### config.mk
export PLATFORM = sky130hd
export DESIGN_NAME = tetris_game_ctrl
export DESIGN_NICKNAME = d
export VERILOG_FILES = /design/src/rtl/tetris_game_ctrl_pkg.sv /design/src/rtl/tetris_gravity_timer.sv /design/src/rtl/tetris_game_ctrl.sv
export SDC_FILE = /design/constraint.sdc
export NUM_CORES = 1
export LEC_CHECK = 0
export ABC_AREA = 1
export BUFFER_PORTS_ARGS = -buffer_cell sky130_fd_sc_hd__buf_4
export CAP_MARGIN = 40
export CORE_ASPECT_RATIO = 0.5
export CORE_UTILIZATION = 58
export CTS_BUF_LIST = sky130_fd_sc_hd__clkbuf_8 sky130_fd_sc_hd__clkbuf_16
export DETAILED_ROUTE_END_ITERATION = 10
export PLACE_DENSITY = 0.79
export SETUP_SLACK_MARGIN = 0.02
export SYNTH_ARGS = -nofsm -noshare
export SYNTH_HDL_FRONTEND = slang
export SYNTH_SLANG_ARGS = --single-unit
### constraint.sdc
create_clock -name clka -period 2.7 [get_ports clka]
set_clock_uncertainty 0.1 [all_clocks]
set_input_delay 0.27 -clock clka [delete_from_list [all_inputs] [get_ports clka]]
set_output_delay 0.27 -clock clka [all_outputs]
set_load 0.01 [all_outputs]
### src/rtl/tetris_game_ctrl_pkg.sv
// tetris_game_ctrl_pkg: shared state encodings, widths and clear-count helper
package tetris_game_ctrl_pkg;

    localparam int STATE_W   = 3;
    localparam int LEVEL_W   = 4;
    localparam int CNT_W     = 3;
    localparam int CLEAR_MAX = 4;

    typedef enum logic [STATE_W-1:0] {
        ST_GEN      = 3'b000,
        ST_MOVE     = 3'b001,
        ST_LAND     = 3'b010,
        ST_CLEAR    = 3'b011,
        ST_NEWBOARD = 3'b100,
        ST_GAMEOVER = 3'b101,
        ST_PAUSE    = 3'b110
    } state_t;

    // clear_count values above four cannot come from a real clear; cap them
    function automatic logic [CNT_W-1:0] clamp_count(input logic [CNT_W-1:0] c);
        return (c > CNT_W'(CLEAR_MAX)) ? CNT_W'(CLEAR_MAX) : c;
    endfunction

endpackage

### src/rtl/tetris_gravity_timer.sv
// tetris_gravity_timer: level-dependent gravity period plus lock delay with bounded resets
module tetris_gravity_timer
    import tetris_game_ctrl_pkg::*;
#(
    parameter int DROP_BASE  = 48,
    parameter int DROP_STEP  = 4,
    parameter int DROP_MIN   = 2,
    parameter int LOCK_TICKS = 15,
    parameter int MAX_RESETS = 15
) (
    input  logic               clka,
    input  logic               restart_n,
    input  logic               clear,
    input  logic               freeze,
    input  logic               tick_en,
    input  logic               grounded,
    input  logic               moved,
    input  logic [LEVEL_W-1:0] level,
    output logic               drop_tick,
    output logic               lock_expired
);

    localparam int GW = $clog2(DROP_BASE + 1);
    localparam int LW = $clog2(LOCK_TICKS + 1);
    localparam int RW = $clog2(MAX_RESETS + 1);

    logic [GW-1:0] grav_cnt;
    logic [LW-1:0] lock_cnt;
    logic [RW-1:0] reset_cnt;
    logic [31:0]   reduction;
    logic [31:0]   period;
    logic          step;
    logic          grav_wrap;
    logic          lock_reset;

    // period = max(DROP_MIN, DROP_BASE - level*DROP_STEP) without ever going negative
    always_comb begin
        reduction    = 32'(level) * 32'(DROP_STEP);
        period       = (reduction + 32'(DROP_MIN) >= 32'(DROP_BASE)) ? 32'(DROP_MIN) : 32'(DROP_BASE) - reduction;
        step         = tick_en && !freeze && !clear;
        grav_wrap    = step && !grounded && (32'(grav_cnt) + 32'd1 >= period);
        lock_reset   = moved && !freeze && !clear && (32'(reset_cnt) < 32'(MAX_RESETS));
        lock_expired = step && grounded && !lock_reset && (32'(lock_cnt) + 32'd1 >= 32'(LOCK_TICKS));
    end

    // gravity, lock and reset counters; a move reset beats a same-cycle lock expiry
    always_ff @(posedge clka or negedge restart_n) begin
        if (!restart_n) begin
            grav_cnt  <= '0;
            lock_cnt  <= '0;
            reset_cnt <= '0;
            drop_tick <= 1'b0;
        end else if (clear) begin
            grav_cnt  <= '0;
            lock_cnt  <= '0;
            reset_cnt <= '0;
            drop_tick <= 1'b0;
        end else begin
            drop_tick <= grav_wrap;
            if (!freeze) begin
                if (!grounded)
                    grav_cnt <= grav_wrap ? '0 : grav_cnt + GW'(tick_en);
                if (lock_reset || !grounded)
                    lock_cnt <= '0;
                else
                    lock_cnt <= lock_cnt + LW'(tick_en && (32'(lock_cnt) < 32'(LOCK_TICKS)));
                if (lock_reset)
                    reset_cnt <= reset_cnt + RW'(1);
            end
        end
    end

endmodule

### src/rtl/tetris_game_ctrl.sv
// tetris_game_ctrl: game sequencing FSM with piece/clear handshakes and line/level tracking
module tetris_game_ctrl
    import tetris_game_ctrl_pkg::*;
#(
    parameter int DROP_BASE       = 48,
    parameter int DROP_STEP       = 4,
    parameter int DROP_MIN        = 2,
    parameter int LOCK_TICKS      = 15,
    parameter int MAX_RESETS      = 15,
    parameter int LINES_PER_LEVEL = 10,
    parameter int MAX_LEVEL       = 15,
    parameter int LINE_W          = 16
) (
    input  logic              clka,
    input  logic              restart_n,
    input  logic              restart,
    input  logic              tick_en,
    input  logic              pause,
    input  logic              gen_done,
    input  logic              spawn_blocked,
    input  logic              grounded,
    input  logic              moved,
    input  logic              hard_drop,
    input  logic              clear_done,
    input  logic [2:0]        clear_count,
    output logic [2:0]        state,
    output logic              gen_req,
    output logic              drop_tick,
    output logic              lock_piece,
    output logic              clear_req,
    output logic [3:0]        level,
    output logic [LINE_W-1:0] lines
);

    localparam int SW = $clog2(LINES_PER_LEVEL + CLEAR_MAX);

    state_t           st;
    logic [SW-1:0]    sub_cnt;
    logic [CNT_W-1:0] cnt;
    logic [LINE_W:0]  line_sum;
    logic [SW-1:0]    sub_sum;
    logic             level_up;
    logic             freeze;
    logic             clr;
    logic             lock_expired;

    assign state = st;

    // score arithmetic and timer control; timers only run in MOVE and survive PAUSE
    always_comb begin
        cnt      = clamp_count(clear_count);
        line_sum = {1'b0, lines} + (LINE_W + 1)'(cnt);
        sub_sum  = sub_cnt + SW'(cnt);
        level_up = sub_sum >= SW'(LINES_PER_LEVEL);
        freeze   = (st != ST_MOVE) || pause || hard_drop || restart;
        clr      = (st != ST_MOVE) && (st != ST_PAUSE);
    end

    tetris_gravity_timer #(
        .DROP_BASE (DROP_BASE),
        .DROP_STEP (DROP_STEP),
        .DROP_MIN  (DROP_MIN),
        .LOCK_TICKS(LOCK_TICKS),
        .MAX_RESETS(MAX_RESETS)
    ) u_timer (
        .clka        (clka),
        .restart_n   (restart_n),
        .clear       (clr),
        .freeze      (freeze),
        .tick_en     (tick_en),
        .grounded    (grounded),
        .moved       (moved),
        .level       (level),
        .drop_tick   (drop_tick),
        .lock_expired(lock_expired)
    );

    // game FSM; request outputs are registered and change on the same edge as the state
    always_ff @(posedge clka or negedge restart_n) begin
        if (!restart_n) begin
            st         <= ST_NEWBOARD;
            gen_req    <= 1'b0;
            clear_req  <= 1'b0;
            lock_piece <= 1'b0;
            level      <= '0;
            lines      <= '0;
            sub_cnt    <= '0;
        end else begin
            lock_piece <= 1'b0;
            if (restart) begin
                st        <= ST_NEWBOARD;
                gen_req   <= 1'b0;
                clear_req <= 1'b0;
            end else begin
                case (st)
                    ST_NEWBOARD: begin
                        level   <= '0;
                        lines   <= '0;
                        sub_cnt <= '0;
                        st      <= ST_GEN;
                        gen_req <= 1'b1;
                    end
                    ST_GEN: if (gen_done) begin
                        gen_req <= 1'b0;
                        st      <= spawn_blocked ? ST_GAMEOVER : ST_MOVE;
                    end
                    ST_MOVE: begin
                        if (hard_drop) begin
                            st         <= ST_LAND;
                            lock_piece <= 1'b1;
                        end else if (pause) begin
                            st <= ST_PAUSE;
                        end else if (lock_expired) begin
                            st         <= ST_LAND;
                            lock_piece <= 1'b1;
                        end
                    end
                    ST_PAUSE: if (!pause) st <= ST_MOVE;
                    ST_LAND: begin
                        st        <= ST_CLEAR;
                        clear_req <= 1'b1;
                    end
                    ST_CLEAR: if (clear_done) begin
                        clear_req <= 1'b0;
                        lines     <= line_sum[LINE_W] ? '1 : line_sum[LINE_W-1:0];
                        sub_cnt   <= level_up ? sub_sum - SW'(LINES_PER_LEVEL) : sub_sum;
                        level     <= (level_up && level < 4'(MAX_LEVEL)) ? level + 4'd1 : level;
                        st        <= ST_GEN;
                        gen_req   <= 1'b1;
                    end
                    ST_GAMEOVER: st <= ST_GAMEOVER;
                    default: begin
                        st        <= ST_NEWBOARD;
                        gen_req   <= 1'b0;
                        clear_req <= 1'b0;
                    end
                endcase
            end
        end
    end

endmodule

==> reports/qor.yml <==
critPathLaunchType: "flop"
timing.final.crit_share: 0.808
drive_above_1_share: 0.148
synthCells: 422
holdWs_ns: 0.123
irDropWorstVdd_uv: 296
postRouteAntennaNets: 0
grt_start_max_net_pins: 46
dp.cells: 529
cp-end-kind: "flop"
overflow: 0
powerDensity_mw_per_mm2: 444
netlist_area_mm2: 0.00320
h-tree-depth: 2
syn2layout_area_growth_pct: 14.7
ys.flop_type: "dfrtp_1"
cap_violations: 0
coreArea_mm2: 0.00511
clk_pin_slew_ns: 0.08
multi_input_area_mm2: 0.00187
rsz0062_at_grt: "no"
ys_async_sr_fraction: 1.00
synth_top_cell_area_share: 0.344
syn_nets: 464
grt_util_all_layers: 0.256
fin_util: 0.718
drt-initial-drc-count: 147
drv_slew: 0
io_pins: 41
gp_congestion: 0.896
num_rows: 18
stdcell_area_mm2: 0.00367
initial_core_util: 0.626
p_leak_nw: 1.99
dpl_worst_slack_ns: 0.469
clk_path_buf_depth: 2
cts_tree: "done"
hold_depth: 3
finalPower_mw: 1.63
grt_first_pass_wirelength_um: 11300
status: "finished, final reports clean"
clkLatencyLatePin_ns: 0.31
dieArea_mm2: 0.00584
yosys_warnings: 0
synth_edf_count: 0
drc: 0
die_w_um: 107
die_h_um: 54.5
switchingPower_uw: 562
yosysUniqueCellTypes: 35
via_per_inst: 5.26
yosysSeqAreaShare: 0.352
drt_wl_total_um: 6750
antenna_found_initial: 0
final-seq-area_mm2: 0.00113
fillers: 419
first_global_vias: 2632
required_ns: 2.84
antenna_cells: 0
yosys.area.top_type: "dfrtp_1"
cts_root_buf: "clkbuf_8"
pwr-share-clk: 0.269
p_comb_frac: 0.274
timing.rr.start: "u_timer.grav_cnt[1]"
hold_viol: 0
fin_setup_tns_ns: 0
setup_viol: 0
cp_max_fo: 5
dr_total_vias: 2826
clock_sink_count: 45
nNetsFinal: 509
synth.area.top_cells: "dfrtp_1 (34%), nand2_1 (14%), ha_1 (10%)"
avgRoutedWirePerCell_um: 12.6
port_buffers: 40
p_sw_frac: 0.345
period_minus_slack_ns: 2.18
seq_power_share: 0.458
finalNonFillerCells: 537
place_area_mm2: 0.00358
fin_ws_ns: 0.519
dpl.hpwl_um: 5180
cts_buffers: 5
fmax_mhz: 459
crit_arrival_ns: 2.32
reg2regPathDepth: 12
critical_path_class: "reg2reg"
postSynthAreaPerCell_um2: 7.59
min-delay-start: "hard_drop"
hp-class: "in2reg"
postCtsSetupBuffers: 0
internal-power_mw: 1.07
cp-startpoint: "u_timer.grav_cnt[1]"
firstDrtPassIters: 4
slew_headroom: 0.621
synth_seq_cells: 45
tightest_slew_ns: 0.569
==> cell usage after synthesis (5+ instances only) <==
cell type,instances
a21oi_1,14
dfrtp_1,44
ha_1,26
inv_1,49
nand2_1,122
nand2_2,5
nand3_1,38
nand4_1,5
nor2_1,27
nor3_1,7
o21ai_0,28
xnor2_1,5
xor2_1,15
==> layout by cell type, fill, tap and decap left out, types with 2 or more instances in the layout <==
cell type / Yosys / routed
clkbuf_8: 0 / 6
nand2_4: 2 / 2
nor2_4: 4 / 4
ha_1: 26 / 26
o21a_1: 3 / 3
o21ai_0: 28 / 28
nand2_1: 122 / 122
nand3_4: 2 / 2
nand3b_1: 3 / 3
nand2_2: 5 / 5
nor2_1: 27 / 27
nor2_2: 3 / 3
a21oi_1: 14 / 14
a22o_1: 2 / 2
xor2_1: 15 / 15
dfrtp_1: 44 / 44
nor3_1: 7 / 7
buf_4: 1 / 41
inv_1: 49 / 50
xnor2_1: 5 / 5
nand4_1: 5 / 5
nand3_1: 38 / 38
a31oi_1: 2 / 2
fa_1: 2 / 2
==> timing repair <==
action	in CTS	in global routing
hold endpoints to repair	44	0
hold buffers	1	0
gates resized for setup	0	0
setup endpoints to repair	0	0
==> sequential cells by signal, indices dropped and copies added, names as in the netlist <==
register	count
u_timer.drop_tick	1
u_timer.reset_cnt	4
level	4
gen_req	1
lines	16
lock_piece	1
sub_cnt	4
u_timer.lock_cnt	4
u_timer.grav_cnt	6
state	3
clear_req	1
==> layout make-up <==
type | count | area share
clock buffer | 6 | 0.0225
clock inverter | 1 | 0.00102
inverter | 50 | 0.0511
multi-input combinational | 323 | 0.508
sequential | 45 | 0.307
tap | 70 | 0.0239
timing repair buffer | 42 | 0.0865
==> worst paths after layout <==
check | slack, ns | to
setup / recovery | 0.52 | u_timer.grav_cnt[2]
hold / removal | 0.12 | lock_piece
setup reg to reg | 0.52 | u_timer.grav_cnt[2]
hold reg to reg | 0.40 | sub_cnt[2]
max in group asynchronous | 1.71 | u_timer.lock_cnt[2]
min in group asynchronous | 0.39 | lines[5]
==> kinds of logic (layout without fill, tap and decap cells) <==
family | count (synthesis) | in the layout | synth area share
simple gates | 219 | 219 | 0.313
compound gates | 56 | 56 | 0.101
buf+inv | 54 | 99 | 0.0653
fa+ha+maj | 28 | 28 | 0.114
flops | 45 | 45 | 0.352
xor+xnor | 20 | 20 | 0.0547
==> power groups by stage <==
stage	Clock (mW)	Sequential (mW)	Combinational [mW]
after floorplan	0	0.764	0.295
after global placement	0	0.756	0.433
after detailed placement	0	0.759	0.443
after CTS	0.446	0.746	0.446
after global routing	0.467	0.750	0.499
final	0.438	0.746	0.446
==> metal layers <==
layer	track usage	share of wire	up-vias
met2	0.481	0.49	50
met4	0.0913	0.0079	0
li1	-	-	1462
met5	0	0	-
met3	0.0571	0.040	4
met1	0.299	0.46	1310
==> critical path, cell delays in order, from the launching register on <==
cell and delay [ns]:
dfrtp_1 0.44, ha_1 0.23, nand2_1 0.09, nor2_1 0.12, xnor2_1 0.14, inv_1 0.06
ha_1 0.19, a21o_1 0.17, a21oi_1 0.10, nand3_1 0.09, nand2_1 0.13, nand2_1 0.12
nor2_1 0.14
(Power assumes the default switching activity.)
